### config.mk
export PLATFORM = sky130hd
export DESIGN_NAME = display_uart_tx
export DESIGN_NICKNAME = d
export VERILOG_FILES = /design/src/rtl/display_pkg.sv /design/src/rtl/display_fifo.sv /design/src/rtl/display_uart_tx.sv
export SDC_FILE = /design/constraint.sdc
export NUM_CORES = 1
export LEC_CHECK = 0
export CAP_MARGIN = 20
export CORE_UTILIZATION = 45
export CTS_BUF_LIST = sky130_fd_sc_hd__clkbuf_16
export DETAILED_ROUTE_END_ITERATION = 8
export HOLD_SLACK_MARGIN = 0.12
export SLEW_MARGIN = 20
export SYNTH_ARGS = -nofsm -noshare
export SYNTH_HDL_FRONTEND = slang
export SYNTH_SLANG_ARGS = --single-unit
### constraint.sdc
create_clock -name clk -period 2.68 [get_ports clk]
set_clock_uncertainty 0.15 [all_clocks]
set_input_delay 0.536 -clock clk [delete_from_list [all_inputs] [get_ports clk]]
set_output_delay 0.536 -clock clk [all_outputs]
set_load 0.01 [all_outputs]
### src/rtl/display_pkg.sv
// -----------------------------------------------------------------------------
// display_pkg
// Shared definitions for the display-port UART transmitter:
//   - state_e    : transmitter FSM states
//   - ASCII_*    : character constants used by the hex-dump mode
//   - hex_ascii  : maps a 4-bit nibble to its uppercase hex ASCII character
// -----------------------------------------------------------------------------
package display_pkg;

    typedef enum logic [1:0] {
        IDLE,
        START,
        DATA,
        STOP
    } state_e;

    localparam logic [7:0] ASCII_LF = 8'h0A;
    localparam logic [7:0] ASCII_0  = 8'h30;
    localparam logic [7:0] ASCII_A  = 8'h41;

    // 0-9 -> '0'..'9', 10-15 -> 'A'..'F'
    function automatic logic [7:0] hex_ascii(input logic [3:0] nib);
        if (nib < 4'd10) begin
            return ASCII_0 + {4'h0, nib};
        end
        return ASCII_A + {4'h0, nib - 4'd10};
    endfunction

endpackage

### src/rtl/display_fifo.sv
// -----------------------------------------------------------------------------
// display_fifo
// Synchronous byte FIFO buffering captured display values for the UART.
// The head entry is presented combinationally on dout_o.
//
// Parameters:
//   FIFO_DEPTH : number of entries (power of two, >= 2)
//   FIFO_AW    : log2(FIFO_DEPTH)
// Ports:
//   clk      in   clock, rising edge
//   rst      in   asynchronous active-high reset (clears pointers and count)
//   push_i   in   write din_i at the tail this edge (caller guarantees room)
//   pop_i    in   drop the head entry this edge (caller guarantees non-empty)
//   din_i    in   [7:0] write data
//   dout_o   out  [7:0] head entry
//   count_o  out  [FIFO_AW:0] registered occupancy
//   full_o   out  occupancy == FIFO_DEPTH
//   empty_o  out  occupancy == 0
// -----------------------------------------------------------------------------
module display_fifo
    import display_pkg::*;
#(
    parameter int FIFO_DEPTH = 8,
    parameter int FIFO_AW    = 3
) (
    input  logic               clk,
    input  logic               rst,
    input  logic               push_i,
    input  logic               pop_i,
    input  logic [7:0]         din_i,
    output logic [7:0]         dout_o,
    output logic [FIFO_AW:0]   count_o,
    output logic               full_o,
    output logic               empty_o
);

    localparam logic [FIFO_AW:0] FULL_COUNT = FIFO_DEPTH[FIFO_AW:0];

    logic [7:0]         mem_q [FIFO_DEPTH];
    logic [FIFO_AW-1:0] wr_ptr_q;
    logic [FIFO_AW-1:0] rd_ptr_q;
    logic [FIFO_AW:0]   count_q;

    // NOTE: the storage array is deliberately not reset; validity is defined
    // by the pointers and count alone, so the array stays plain storage.
    always_ff @(posedge clk) begin
        if (push_i) begin
            mem_q[wr_ptr_q] <= din_i;
        end
    end

    // NOTE: sequential state uses non-blocking assignments so every register
    // samples pre-edge values regardless of statement order.
    always_ff @(posedge clk or posedge rst) begin
        if (rst) begin
            wr_ptr_q <= '0;
            rd_ptr_q <= '0;
            count_q  <= '0;
        end else begin
            // Pointers wrap naturally because FIFO_DEPTH is a power of two.
            if (push_i) begin
                wr_ptr_q <= wr_ptr_q + 1'b1;
            end
            if (pop_i) begin
                rd_ptr_q <= rd_ptr_q + 1'b1;
            end
            case ({push_i, pop_i})
                2'b10:   count_q <= count_q + 1'b1;
                2'b01:   count_q <= count_q - 1'b1;
                default: count_q <= count_q;
            endcase
        end
    end

    assign dout_o  = mem_q[rd_ptr_q];
    assign count_o = count_q;
    assign full_o  = (count_q == FULL_COUNT);
    assign empty_o = (count_q == '0);

endmodule

### src/rtl/display_uart_tx.sv
// -----------------------------------------------------------------------------
// display_uart_tx
// Captures each value strobed on the processor's display port, buffers it in
// a small FIFO and serializes it as UART 8N1 (LSB first, idle high).
//
// Build option:
//   DISPLAY_ASCII_HEX_EN  when defined, every value is sent as three frames:
//                         upper-nibble hex ASCII, lower-nibble hex ASCII, LF.
//                         When undefined, the raw byte is sent as one frame.
//
// Parameters:
//   CLKS_PER_BIT : clk cycles per UART bit period (>= 2)
//   FIFO_DEPTH   : buffer entries (power of two, >= 2)
//   FIFO_AW      : log2(FIFO_DEPTH)
// Ports:
//   clk         in   clock, rising edge
//   rst         in   asynchronous active-high reset; aborts any frame
//   disp_data   in   [7:0] display value
//   disp_valid  in   capture disp_data at this edge
//   tx          out  UART serial line (registered, idle high)
//   tx_busy     out  transmitter active (registered)
//   fifo_empty  out  FIFO holds no entries
//   fifo_full   out  FIFO holds FIFO_DEPTH entries
//   fifo_count  out  [FIFO_AW:0] FIFO occupancy
//   overflow    out  sticky: a capture was dropped because the FIFO was full
// -----------------------------------------------------------------------------
module display_uart_tx
    import display_pkg::*;
#(
    parameter int CLKS_PER_BIT = 16,
    parameter int FIFO_DEPTH   = 8,
    parameter int FIFO_AW      = 3
) (
    input  logic               clk,
    input  logic               rst,
    input  logic [7:0]         disp_data,
    input  logic               disp_valid,
    output logic               tx,
    output logic               tx_busy,
    output logic               fifo_empty,
    output logic               fifo_full,
    output logic [FIFO_AW:0]   fifo_count,
    output logic               overflow
);

    localparam int                BAUD_W    = (CLKS_PER_BIT > 2) ? $clog2(CLKS_PER_BIT) : 1;
    localparam logic [BAUD_W-1:0] BAUD_LAST = BAUD_W'(CLKS_PER_BIT - 1);

    state_e            state_q, state_d;
    logic [BAUD_W-1:0] baud_q, baud_d;
    logic [2:0]        bit_idx_q, bit_idx_d;
    logic [7:0]        shift_q, shift_d;
    logic              tx_q, tx_d;
    logic              busy_q, busy_d;
    logic              overflow_q, overflow_d;
`ifdef DISPLAY_ASCII_HEX_EN
    logic [1:0]        char_idx_q, char_idx_d;  // next character of the current value
    logic [7:0]        hold_q, hold_d;          // popped value while its chars are sent
`endif

    logic       push;
    logic       pop;
    logic       launch;
    logic       baud_last;
    logic [7:0] fifo_dout;
    logic       fifo_empty_w;
    logic       fifo_full_w;

    // A push into a full FIFO is still legal when the head leaves on the
    // same edge.
    assign push       = disp_valid && (!fifo_full_w || pop);
    assign overflow_d = overflow_q || (disp_valid && !push);

    display_fifo #(
        .FIFO_DEPTH (FIFO_DEPTH),
        .FIFO_AW    (FIFO_AW)
    ) u_fifo (
        .clk     (clk),
        .rst     (rst),
        .push_i  (push),
        .pop_i   (pop),
        .din_i   (disp_data),
        .dout_o  (fifo_dout),
        .count_o (fifo_count),
        .full_o  (fifo_full_w),
        .empty_o (fifo_empty_w)
    );

    assign baud_last = (baud_q == BAUD_LAST);

    // NOTE: every variable written here gets a default first, so no path
    // leaves one unassigned and no latch is inferred.
    always_comb begin
        state_d   = state_q;
        baud_d    = baud_q;
        bit_idx_d = bit_idx_q;
        shift_d   = shift_q;
        tx_d      = tx_q;
        pop       = 1'b0;
        launch    = 1'b0;
`ifdef DISPLAY_ASCII_HEX_EN
        char_idx_d = char_idx_q;
        hold_d     = hold_q;
`endif

        case (state_q)
            IDLE: begin
                tx_d = 1'b1;
`ifdef DISPLAY_ASCII_HEX_EN
                // Only the first character of a value consumes a FIFO entry;
                // the other two are built from the held value.
                if (char_idx_q == 2'd0) begin
                    if (!fifo_empty_w) begin
                        pop        = 1'b1;
                        hold_d     = fifo_dout;
                        shift_d    = hex_ascii(fifo_dout[7:4]);
                        char_idx_d = 2'd1;
                        launch     = 1'b1;
                    end
                end else if (char_idx_q == 2'd1) begin
                    shift_d    = hex_ascii(hold_q[3:0]);
                    char_idx_d = 2'd2;
                    launch     = 1'b1;
                end else begin
                    shift_d    = ASCII_LF;
                    char_idx_d = 2'd0;
                    launch     = 1'b1;
                end
`else
                if (!fifo_empty_w) begin
                    pop     = 1'b1;
                    shift_d = fifo_dout;
                    launch  = 1'b1;
                end
`endif
                if (launch) begin
                    state_d = START;
                    baud_d  = '0;
                    tx_d    = 1'b0;
                end
            end

            START: begin
                baud_d = baud_q + 1'b1;
                if (baud_last) begin
                    baud_d    = '0;
                    state_d   = DATA;
                    bit_idx_d = 3'd0;
                    tx_d      = shift_q[0];
                end
            end

            DATA: begin
                baud_d = baud_q + 1'b1;
                if (baud_last) begin
                    baud_d = '0;
                    if (bit_idx_q == 3'd7) begin
                        state_d = STOP;
                        tx_d    = 1'b1;
                    end else begin
                        bit_idx_d = bit_idx_q + 3'd1;
                        shift_d   = {1'b0, shift_q[7:1]};
                        // Next bit is driven now so tx stays registered.
                        tx_d      = shift_q[1];
                    end
                end
            end

            STOP: begin
                baud_d = baud_q + 1'b1;
                tx_d   = 1'b1;
                if (baud_last) begin
                    baud_d  = '0;
                    state_d = IDLE;
                end
            end

            default: begin
                state_d = IDLE;
                tx_d    = 1'b1;
            end
        endcase

`ifdef DISPLAY_ASCII_HEX_EN
        // Busy stays high across the one-cycle gaps between chars of a value.
        busy_d = (state_d != IDLE) || (char_idx_d != 2'd0);
`else
        busy_d = (state_d != IDLE);
`endif
    end

    always_ff @(posedge clk or posedge rst) begin
        if (rst) begin
            state_q    <= IDLE;
            baud_q     <= '0;
            bit_idx_q  <= '0;
            shift_q    <= '0;
            tx_q       <= 1'b1;
            busy_q     <= 1'b0;
            overflow_q <= 1'b0;
`ifdef DISPLAY_ASCII_HEX_EN
            char_idx_q <= '0;
            hold_q     <= '0;
`endif
        end else begin
            state_q    <= state_d;
            baud_q     <= baud_d;
            bit_idx_q  <= bit_idx_d;
            shift_q    <= shift_d;
            tx_q       <= tx_d;
            busy_q     <= busy_d;
            overflow_q <= overflow_d;
`ifdef DISPLAY_ASCII_HEX_EN
            char_idx_q <= char_idx_d;
            hold_q     <= hold_d;
`endif
        end
    end

    assign tx         = tx_q;
    assign tx_busy    = busy_q;
    assign overflow   = overflow_q;
    assign fifo_empty = fifo_empty_w;
    assign fifo_full  = fifo_full_w;

endmodule

==> impl_metrics.json <==
{
  "synth_most_common_cell": "edfxtp_1",
  "holdWs_ps": 332.6,
  "cts_root_buffer": "clkbuf_16",
  "p_leak_uw": 0.001748,
  "cts_sinks": 94,
  "synth_top_cell_area_share": 0.4763,
  "wl_per_cell_microns": 17.23,
  "timing.final.crit_period_ps": 2547,
  "crit_type": "flip-flop to output pin",
  "synth-edff-count": 64,
  "synth_top_cell_by_area": "edfxtp_1",
  "drc": 0,
  "setup_tns_ps": 0,
  "drive_gt1_frac": 0.2047,
  "dr.pass1.iters": 4,
  "place_ws_ps": 40.54,
  "fin_crit_sh": 0.9503,
  "synth_area_leaders": "edfxtp_1, dfrtp_1, mux4_2",
  "antenna_found_initial": 0,
  "finalSetupViolCount": 0,
  "finish.instance_area_sq_um": 4686,
  "cpPeakStageDelay_ps": 530,
  "postSynthAreaPerCell_sq_um": 15.89,
  "postRouteAntennaNets": 0,
  "endpoint_kind": "output pin",
  "place_congestion": 0.7570,
  "start_util": 0.4627,
  "grt_pass1_vias": 2245,
  "ys_warn_count": 0,
  "grt_max_degree": 31,
  "required_ps": 1990,
  "io_pins": 20,
  "vias": 2182,
  "cellPowerDensity_nw_per_um2": 1014,
  "postCtsSetupBuffers": 0,
  "nNetsFinal": 312,
  "placed_area_sq_um": 4392,
  "die_w_microns": 96.70,
  "fmax_mhz": 392.7,
  "worst_slew_pin_slew_ps": 618.4,
  "postSynthCellCount": 254,
  "slew-limit-headroom": 0.5877,
  "hold_violations": 0,
  "rsz0062_at_grt": "no",
  "synth.distinct_cells": 45,
  "drtIter0Drc": 101,
  "startpoint_type": "flip-flop",
  "die_y_microns": 96.70,
  "core_sq_um": 8721,
  "rows": 34,
  "wl_microns": 6996,
  "synthArstFlopShare": 0.3191,
  "status": "complete, no violations",
  "use_met1": 0.2181,
  "area_delta_synth_final_pct": 16.12,
  "grt_usage": 0.1656,
  "busiest_layer": "met2",
  "synthesis.nets": 273,
  "critPathSlowestCell": "clkdlybuf4s50_1",
  "synth-main-ff-cell": "edfxtp_1",
  "vias_per_cell": 5.374,
  "critical_path_peak_fanout": 9,
  "grtUsageMet3": 0.03757,
  "final_max_slew_viol_count": 0,
  "finalPower_uw": 4751,
  "ir_drop_mv": 0.4689,
  "n_fill_cell": 700,
  "cts_max_level": 3,
  "clk_path_buf_depth": 2,
  "place.port_buffers": 19,
  "cts_tree": "yes",
  "cp_cell_sequence": "nor4_4 -> buf_4 -> clkdlybuf4s50_1",
  "max_cap_violations": 0,
  "setup_ws_ps": 133.2,
  "die_area_sq_um": 9350,
  "overflow": 0,
  "place_hpwl_microns": 4574,
  "synth_seq_area_share": 0.6626,
  "clk_latency_ps": 340,
  "cp.arrival_ps": 1860,
  "synth_common_cells": "edfxtp_1, dfrtp_1, nand2_1",
  "synth-seq-cells": 94,
  "netlist_area_sq_um": 4035,
  "cts.clk_slew.worst_paths_ps": 70,
  "use_met2": 0.2725,
  "grt_pass1_wl_microns": 11770,
  "antenna_cells": 0,
  "numCtsBuffers": 9,
  "hold_path.class": "flip-flop to flip-flop"
}
-- per-stage QoR --
step                utilization  std cells
detailed placement       0.5036        390
floorplan                     -        254
global placement         0.5036        390
global route             0.5373        406
CTS                      0.5363        406
finish                   0.5373        406
-- registers in the layout, indices dropped and copies added (netlist names) --
| register | flops |
|---|---|
| u_fifo.rd_ptr_q | 3 |
| tx_busy | 1 |
| tx | 1 |
| overflow | 1 |
| u_fifo.wr_ptr_q | 3 |
| u_fifo.count_o | 4 |
| shift_q | 8 |
| baud_q | 4 |
| state_q | 2 |
| u_fifo.mem_q | 64 |
| bit_idx_q | 3 |
-- cells in the final DEF (no fill, tap or decap), types with 2 or more instances in the layout --
cell and count:
a211oi_1 7, a21o_1 7, a21oi_1 3, a22oi_1 2, a311oi_1 2, buf_4 20, clkbuf_16 9, clkdlybuf4s50_1 19
dfrtp_1 29, edfxtp_1 64, ha_1 8, inv_1 4, inv_6 5, mux2i_1 9, mux4_2 15, nand2_1 24
nand2b_1 5, nor2_1 17, nor3_1 5, o21ai_0 12, xnor2_1 6, xor2_1 3
-- cell families after synthesis --
| family | synth area share |
|---|---|
| buffers and inverters | 0.03317 |
| xor gates and xnor gates | 0.01954 |
| adders and majority gates | 0.02481 |
| AOI/OAI and AO/OA | 0.06791 |
| and+or+nand+nor | 0.07659 |
| DFF | 0.6626 |
| muxes | 0.1153 |
-- routing by layer --
layer | share of wire | wire length, microns
met4 | 0.012 | 85
met3 | 0.028 | 197
met5 | 0 | 0
met2 | 0.50 | 3506
met1 | 0.46 | 3207
-- final timing paths --
path | cells after the start | to | start | slack [ps]
worst max-delay path | 3 | fifo_empty | u_fifo.count_o[1] | 130
worst min-delay path | 1 | shift_q[6] | shift_q[6] | 330
worst max register to register | 10 | u_fifo.count_o[2] | u_fifo.count_o[1] | 180
worst min register to register | 1 | shift_q[6] | shift_q[6] | 330
max in group asynchronous | 3 | tx | rst | 1640
min in group asynchronous | 3 | overflow | rst | 420
-- report_power, final --
part / internal (uW) / switching (uW)
sequential: 1900 / 272
combinational: 719 / 654
clock: 647 / 561
-- repair_timing --
action                                  CTS  global route
endpoints found under the setup margin    0             1
resized for setup                         0             1
hold buffers                              0             0
-- layout make-up --
| cell class | instances | area (sq um) | share of cell area |
|---|---|---|---|
| clock buffer | 9 | 225.2 | 0.04806 |
| clock inverter | 7 | 60.06 | 0.01282 |
| inverter | 4 | 15.01 | 0.003204 |
| multi-input combinational | 145 | 1236 | 0.2638 |
| sequential | 94 | 2674 | 0.5706 |
| tap | 108 | 135.1 | 0.02884 |
| timing repair buffer | 39 | 340.3 | 0.07263 |
-- critical path, delay by kind of cell, from the launching register on --
kind / cells / cell delay (ps)
buffers and inverters: 2 / 710
flip-flops: 1 / 510
AND/OR/NAND/NOR: 1 / 300
Note: power is estimated with default switching activity, not from simulation.
